## src/rtl/ifu_fetch.sv

```systemverilog
// Instruction fetch unit: owns the PC, keeps at most one imem request in flight,
// holds the returned instruction for decode and squashes stale responses after a redirect.
module ifu_fetch #(
    parameter int unsigned           ADDR_WIDTH = 64,
    parameter int unsigned           INST_WIDTH = 32,
    parameter logic [ADDR_WIDTH-1:0] RESET_PC   = ADDR_WIDTH'(64'h8000_0000),
    parameter logic [INST_WIDTH-1:0] NOP_INST   = INST_WIDTH'(32'h0000_0013)
) (
    input  logic                  clk,
    input  logic                  rst,
    output logic                  imem_req_valid,
    input  logic                  imem_req_ready,
    output logic [ADDR_WIDTH-1:0] imem_req_addr,
    input  logic                  imem_rsp_valid,
    input  logic [INST_WIDTH-1:0] imem_rsp_data,
    input  logic                  redirect_valid,
    input  logic [ADDR_WIDTH-1:0] redirect_pc,
    input  logic                  stall,
    output logic                  out_valid,
    output logic [ADDR_WIDTH-1:0] out_pc,
    output logic [INST_WIDTH-1:0] out_inst
);

    typedef enum logic [1:0] {
        S_REQ  = 2'd0,
        S_WAIT = 2'd1,
        S_HOLD = 2'd2,
        S_DROP = 2'd3
    } state_t;

    state_t                r_state;
    logic [ADDR_WIDTH-1:0] r_pc;
    logic [ADDR_WIDTH-1:0] r_out_pc;
    logic [INST_WIDTH-1:0] r_out_inst;
    logic                  r_out_valid;
    logic                  w_req_fire;

    assign w_req_fire     = (r_state == S_REQ) && imem_req_ready;
    assign imem_req_valid = (r_state == S_REQ);
    assign imem_req_addr  = r_pc;
    assign out_valid      = r_out_valid;
    assign out_pc         = r_out_pc;
    assign out_inst       = r_out_valid ? r_out_inst : NOP_INST;

    always_ff @(posedge clk) begin
        if (rst) begin
            r_state     <= S_REQ;
            r_pc        <= RESET_PC;
            r_out_pc    <= '0;
            r_out_inst  <= '0;
            r_out_valid <= 1'b0;
        end else if (redirect_valid) begin
            // Redirect wins over stall and capture; an accepted or pending fetch becomes stale.
            r_pc        <= redirect_pc;
            r_out_valid <= 1'b0;
            case (r_state)
                S_REQ:   r_state <= w_req_fire ? S_DROP : S_REQ;
                S_WAIT:  r_state <= imem_rsp_valid ? S_REQ : S_DROP;
                S_HOLD:  r_state <= S_REQ;
                S_DROP:  r_state <= imem_rsp_valid ? S_REQ : S_DROP;
                default: r_state <= S_REQ;
            endcase
        end else begin
            case (r_state)
                S_REQ: begin
                    if (w_req_fire) begin
                        r_state <= S_WAIT;
                    end
                end
                S_WAIT: begin
                    if (imem_rsp_valid) begin
                        r_out_pc    <= r_pc;
                        r_out_inst  <= imem_rsp_data;
                        r_out_valid <= 1'b1;
                        r_pc        <= r_pc + ADDR_WIDTH'(4);
                        r_state     <= S_HOLD;
                    end
                end
                S_HOLD: begin
                    if (!stall) begin
                        r_out_valid <= 1'b0;
                        r_state     <= S_REQ;
                    end
                end
                S_DROP: begin
                    if (imem_rsp_valid) begin
                        r_state <= S_REQ;
                    end
                end
                default: r_state <= S_REQ;
            endcase
        end
    end

endmodule

```

## config.mk

```make
export PLATFORM = sky130hd
export DESIGN_NAME = ifu_fetch
export DESIGN_NICKNAME = d
export VERILOG_FILES = /design/src/rtl/ifu_fetch.sv
export SDC_FILE = /design/constraint.sdc
export NUM_CORES = 1
export LEC_CHECK = 0
export ABC_CLOCK_PERIOD_IN_PS = 3000
export BUFFER_PORTS_ARGS = -buffer_cell sky130_fd_sc_hd__buf_2
export CORE_MARGIN = 4
export CORE_UTILIZATION = 50
export DETAILED_ROUTE_END_ITERATION = 7
export PLACE_DENSITY = 0.86
export SKIP_LAST_GASP = 1
export SYNTH_ARGS = -nofsm -noshare
export SYNTH_HDL_FRONTEND = slang
export SYNTH_SLANG_ARGS = --single-unit
```

## constraint.sdc

```tcl
create_clock -name clk -period 3 [get_ports clk]
set_input_delay 0.9 -clock clk [delete_from_list [all_inputs] [get_ports clk]]
set_output_delay 0.9 -clock clk [all_outputs]
set_load 0.005 [all_outputs]
```

* Yosys cells after proc, flatten, opt, wreduce, memory -nomap -nowiden
Index checks and enable logic that the tools add are counted.
Word-level totals: memory bits (read-only) 0, output and inout bits 162, latch bits 0, word-level logic and storage cells 43, RAM bits 0, memories kept 0, register bits after elaboration 163, input port bits 102
Operators by class: multiply operators 0, reductions and logical operators 11, $add $sub $neg 1, shifts and indexed selects 0, equality and inequality tests 9, mux-type cells 16, divide/modulo/power cells 0, bitwise logic cells 1, magnitude comparators 0
Operators with widths (number):
- $mux W64 | 3
- $add A64 B3 Y64 const B | 1
- $mux W32 | 1
- $mux W2 | 7
- $ne A3 B3 Y1 const B | 3
- $pmux W2 S4 | 1
- $pmux W2 S3 | 1
- $reduce_and A3 Y1 | 2
- $reduce_bool A2 Y1 | 3
- $eq A2 B2 Y1 const B | 2
- $ne A2 B2 Y1 const B | 2
- $reduce_and A4 Y1 | 1
- $reduce_or A2 Y1 | 2
- $ne A3 B1 Y1 const B | 1
- $eq A2 B1 Y1 const B | 1
- $logic_not A2 Y1 | 1
- $mux W1 | 2
- $pmux W1 S2 | 1
- $reduce_and A2 Y1 | 1
- $logic_and A1 B1 Y1 | 1
- $not A1 Y1 | 1

* Depth between registers and ports, before layout
depth after elaboration 5, mapped depth 8

* Worst setup path before layout
OpenSTA, ideal clock, no wires.
kind input port to flip-flop, start point input port redirect_valid, end point register r_pc[52], in the netlist imem_req_addr[52], data arrival time 2.266 ns, path slack 0.617 ns, stages on the path 5, buffers on the path 3, path through clkbuf_1 > inv_1 > buf_6 > dlygate4sd3_1 > o2111a_1
On the way: word-level cells in the longest chain between the ends 2
RTL lines:
- from (decl) | line 16 | input logic redirect_valid,
- $reduce_bool A2 Y1 (no line)
- $reduce_and A2 Y1 (no line)
- to (signal assigned) | line 54 | r_pc <= redirect_pc;
- to (signal assigned) | line 75 | r_pc <= r_pc + ADDR_WIDTH'(4);
- to (decl) | line 32 | logic [ADDR_WIDTH-1:0] r_pc;
Parallel ways exist; a longest one is shown, timed or not. A chain may end at the register's enable or synchronous reset.

* Worst setup path in the final report
start point register r_pc[3], in the netlist imem_req_addr[3], end point register r_pc[52], in the netlist imem_req_addr[52]
On the way: word-level cells in the longest chain between the ends 4
RTL lines:
- $add A64 B3 Y64 | line 75
- $mux W64 | line 71 | if (imem_rsp_valid) begin
- $mux W64 | line 64 | case (r_state)
- $mux W64 | line 52 | end else if (redirect_valid) begin
No other way between the ends. The select of a mux whose other input is x is not followed.

==> flow_metrics.env <==
export IMPL_synth_area_um2=7570
export IMPL_drt_first_iter_violations=660
export IMPL_cts_hold_buf=0
export IMPL_core_um2=14700
export IMPL_die_h_um=131
export IMPL_tns_ns=0
export IMPL_cts_setup_buffers=0
export IMPL_synthToLayoutAreaGrowth_pct=27.1
export IMPL_gp_congestion=0.945
export IMPL_synth_edff_count=0
export IMPL_power_leakage_nw=4.02
export IMPL_drc=0
export IMPL_ctsResizeCount=0
export IMPL_fill_cells=1246
export IMPL_fmaxAchievable_ghz=0.400
export IMPL_rsz0062_at_grt="false"
export IMPL_io_buffers=263
export IMPL_startpoint_type="flop"
export IMPL_slew_violations=0
export IMPL_synth_net_count=1047
export IMPL_cts_sinks=163
export IMPL_maxCapViolCount=0
export IMPL_grt_overflow=0
export IMPL_die_area_um2=17200
export IMPL_clock_latency_ns=0.42
export IMPL_grt_pass1_vias=7052
export IMPL_clkTransAtPathRegs_ns=0.06
export IMPL_path_class="flop to flop"
export IMPL_fin_crit_ns=2.50
export IMPL_ys_warn_count=0
export IMPL_status="finished clean"
export IMPL_end_kind="flop"
export IMPL_total_power_mw=4.84
export IMPL_whs_path_depth=2
export IMPL_power_density_nw_per_um2=503
export IMPL_drive_gt1_frac=0.287
export IMPL_fin_crit_sh=0.834
export IMPL_antenna_found_initial=1
export IMPL_relSlewSlack=0.597
export IMPL_pin_count=264
export IMPL_min_path_type="flop to flop"
export IMPL_wl_mm=24.1
export IMPL_async_flop_share=0
export IMPL_synth_seq_area_share=0.431
export IMPL_grt_max_degree=97
export IMPL_place_ws_ns=0.225
export IMPL_nNetsFinal=1293
export IMPL_hold_viol=0
export IMPL_stdcell_area_um2=9620
export IMPL_antenna_left=0
export IMPL_vias=7911
export IMPL_grt_usage=0.269
export IMPL_fin_skew_ns=0.00684
export IMPL_r2r_slack_ns=0.50
export IMPL_utilization=0.654
export IMPL_postSynthCellCount=944
export IMPL_grt_pass1_wl_mm=36.4
export IMPL_vdd_drop_max_mv=0.404
export IMPL_h_tree_depth=4
export IMPL_fin_ws_ns=0.498
export IMPL_avgSynthCellArea_um2=8.02
export IMPL_cts_tree="built"
export IMPL_dpl_instance_area_um2=9080
export IMPL_fp_row_count=44
export IMPL_ys_ff_latch=163
export IMPL_cts_root_buffer="clkbuf_16"
export IMPL_detailed_place_hpwl_mm=17.6
export IMPL_ys_types=60
export IMPL_cp_arrival_ns=2.82
export IMPL_final_cell_count_no_fill=1387
export IMPL_die_x_um=131
export IMPL_worst_pin_slew_ns=0.604
export IMPL_via_per_inst=5.70
export IMPL_synthFlopType="dfxtp_1"
export IMPL_worstPathMaxFanout=8
export IMPL_rr_worst_depth=7
export IMPL_place_inst=1355
export IMPL_holdWs_ns=0.451
export IMPL_critPathRequiredTime_ns=3.31
export IMPL_clockBufferDepth=2
export IMPL_wl_per_cell_um=17.4
export IMPL_setup_viol=0
export IMPL_dr_pass1_iters=6
export IMPL_initial_core_util=0.515
export IMPL_cts_buffers=17
## flip-flops by register name (all words and copies together), names as in the netlist
| register | count |
|---|---|
| imem_req_addr | 64 |
| out_pc | 64 |
| out_valid | 1 |
| r_out_inst | 32 |
| r_state | 2 |
## layout by cell type (no fill, tap or decap), drive strengths merged, types with 6 or more instances in the layout
master	count
or3	10
buf	289
nand3	33
nor2	67
o31ai	11
nand2	228
inv	9
a211oi	23
clkbuf	22
nor4	19
xnor2	18
and2	32
a21oi	106
nor3	12
o21ai	14
nand2b	9
and3	12
mux2i	6
a311oi	18
dfxtp	163
and4	7
nand4	28
xor2	15
or4	12
## where the power goes
group	switching [mW]	total (mW)	internal, mW	leakage (nW)
clock network	0.868	2.02	1.15	0.252
logic	0.248	0.450	0.202	2.44
registers	0.124	2.37	2.25	1.33
total	1.24	4.84	3.60	4.02
## final timing paths
kind / from / to
hold / removal: r_out_inst[8] / r_out_inst[8]
hold reg to reg: r_out_inst[8] / r_out_inst[8]
setup reg to reg: imem_req_addr[3] / imem_req_addr[52]
setup / recovery: imem_req_addr[3] / imem_req_addr[52]
## synthesized netlist by cell type, types with 4 or more instances
cell | number | area (um^2)
a211oi_1 | 23 | 173
a21oi_1 | 106 | 531
a311oi_1 | 18 | 158
and2_1 | 31 | 194
and3_1 | 11 | 68.8
and4_1 | 6 | 52.6
buf_1 | 7 | 26.3
clkbuf_1 | 48 | 180
dfxtp_1 | 163 | 3260
inv_1 | 9 | 33.8
mux2i_1 | 6 | 60.1
nand2_1 | 227 | 852
nand2b_1 | 9 | 56.3
nand3_1 | 26 | 130
nand3_4 | 4 | 70.1
nand4_1 | 24 | 150
nor2_1 | 67 | 251
nor3_1 | 9 | 45.0
nor4_1 | 16 | 100
o21ai_0 | 14 | 70.1
o31ai_1 | 11 | 82.6
or3_1 | 9 | 56.3
or4_1 | 11 | 82.6
xnor2_1 | 18 | 158
xor2_1 | 15 | 131
## per-layer routing
layer	wire length (um)	global-route usage	vias up
met5	0	0	-
met4	612	0.108	0
met3	2120	0.0665	49
met2	11200	0.432	363
met1	10200	0.347	3688
li1	-	-	3811
## final cells by class
cell class	instances	area (um^2)	share of cell area
Tap cell	184	230	0.0239
Sequential cell	163	3260	0.339
Timing Repair Buffer	289	1530	0.159
Clock inverter	9	83.8	0.00871
Inverter	9	33.8	0.00351
Antenna cell	1	2.50	0.000260
Clock buffer	22	454	0.0472
Multi-Input combinational cell	710	4030	0.419
## logic make-up after synthesis
family	synth area share
flops	0.431
buf+inv	0.0392
compound gates	0.157
simple gates	0.325
xor+xnor	0.0382
mux	0.00793
fa+ha+maj	0.00165
## critical path, stage by stage, from the launching register on
cell and delay (ns):
dfxtp_1 0.48, ha_1 0.29, nand4b_4 0.18, nor3_4 0.34, buf_4 0.22, nand4_1 0.19
or4b_1 0.57, o2111a_1 0.13
(Power assumes the default switching activity.)
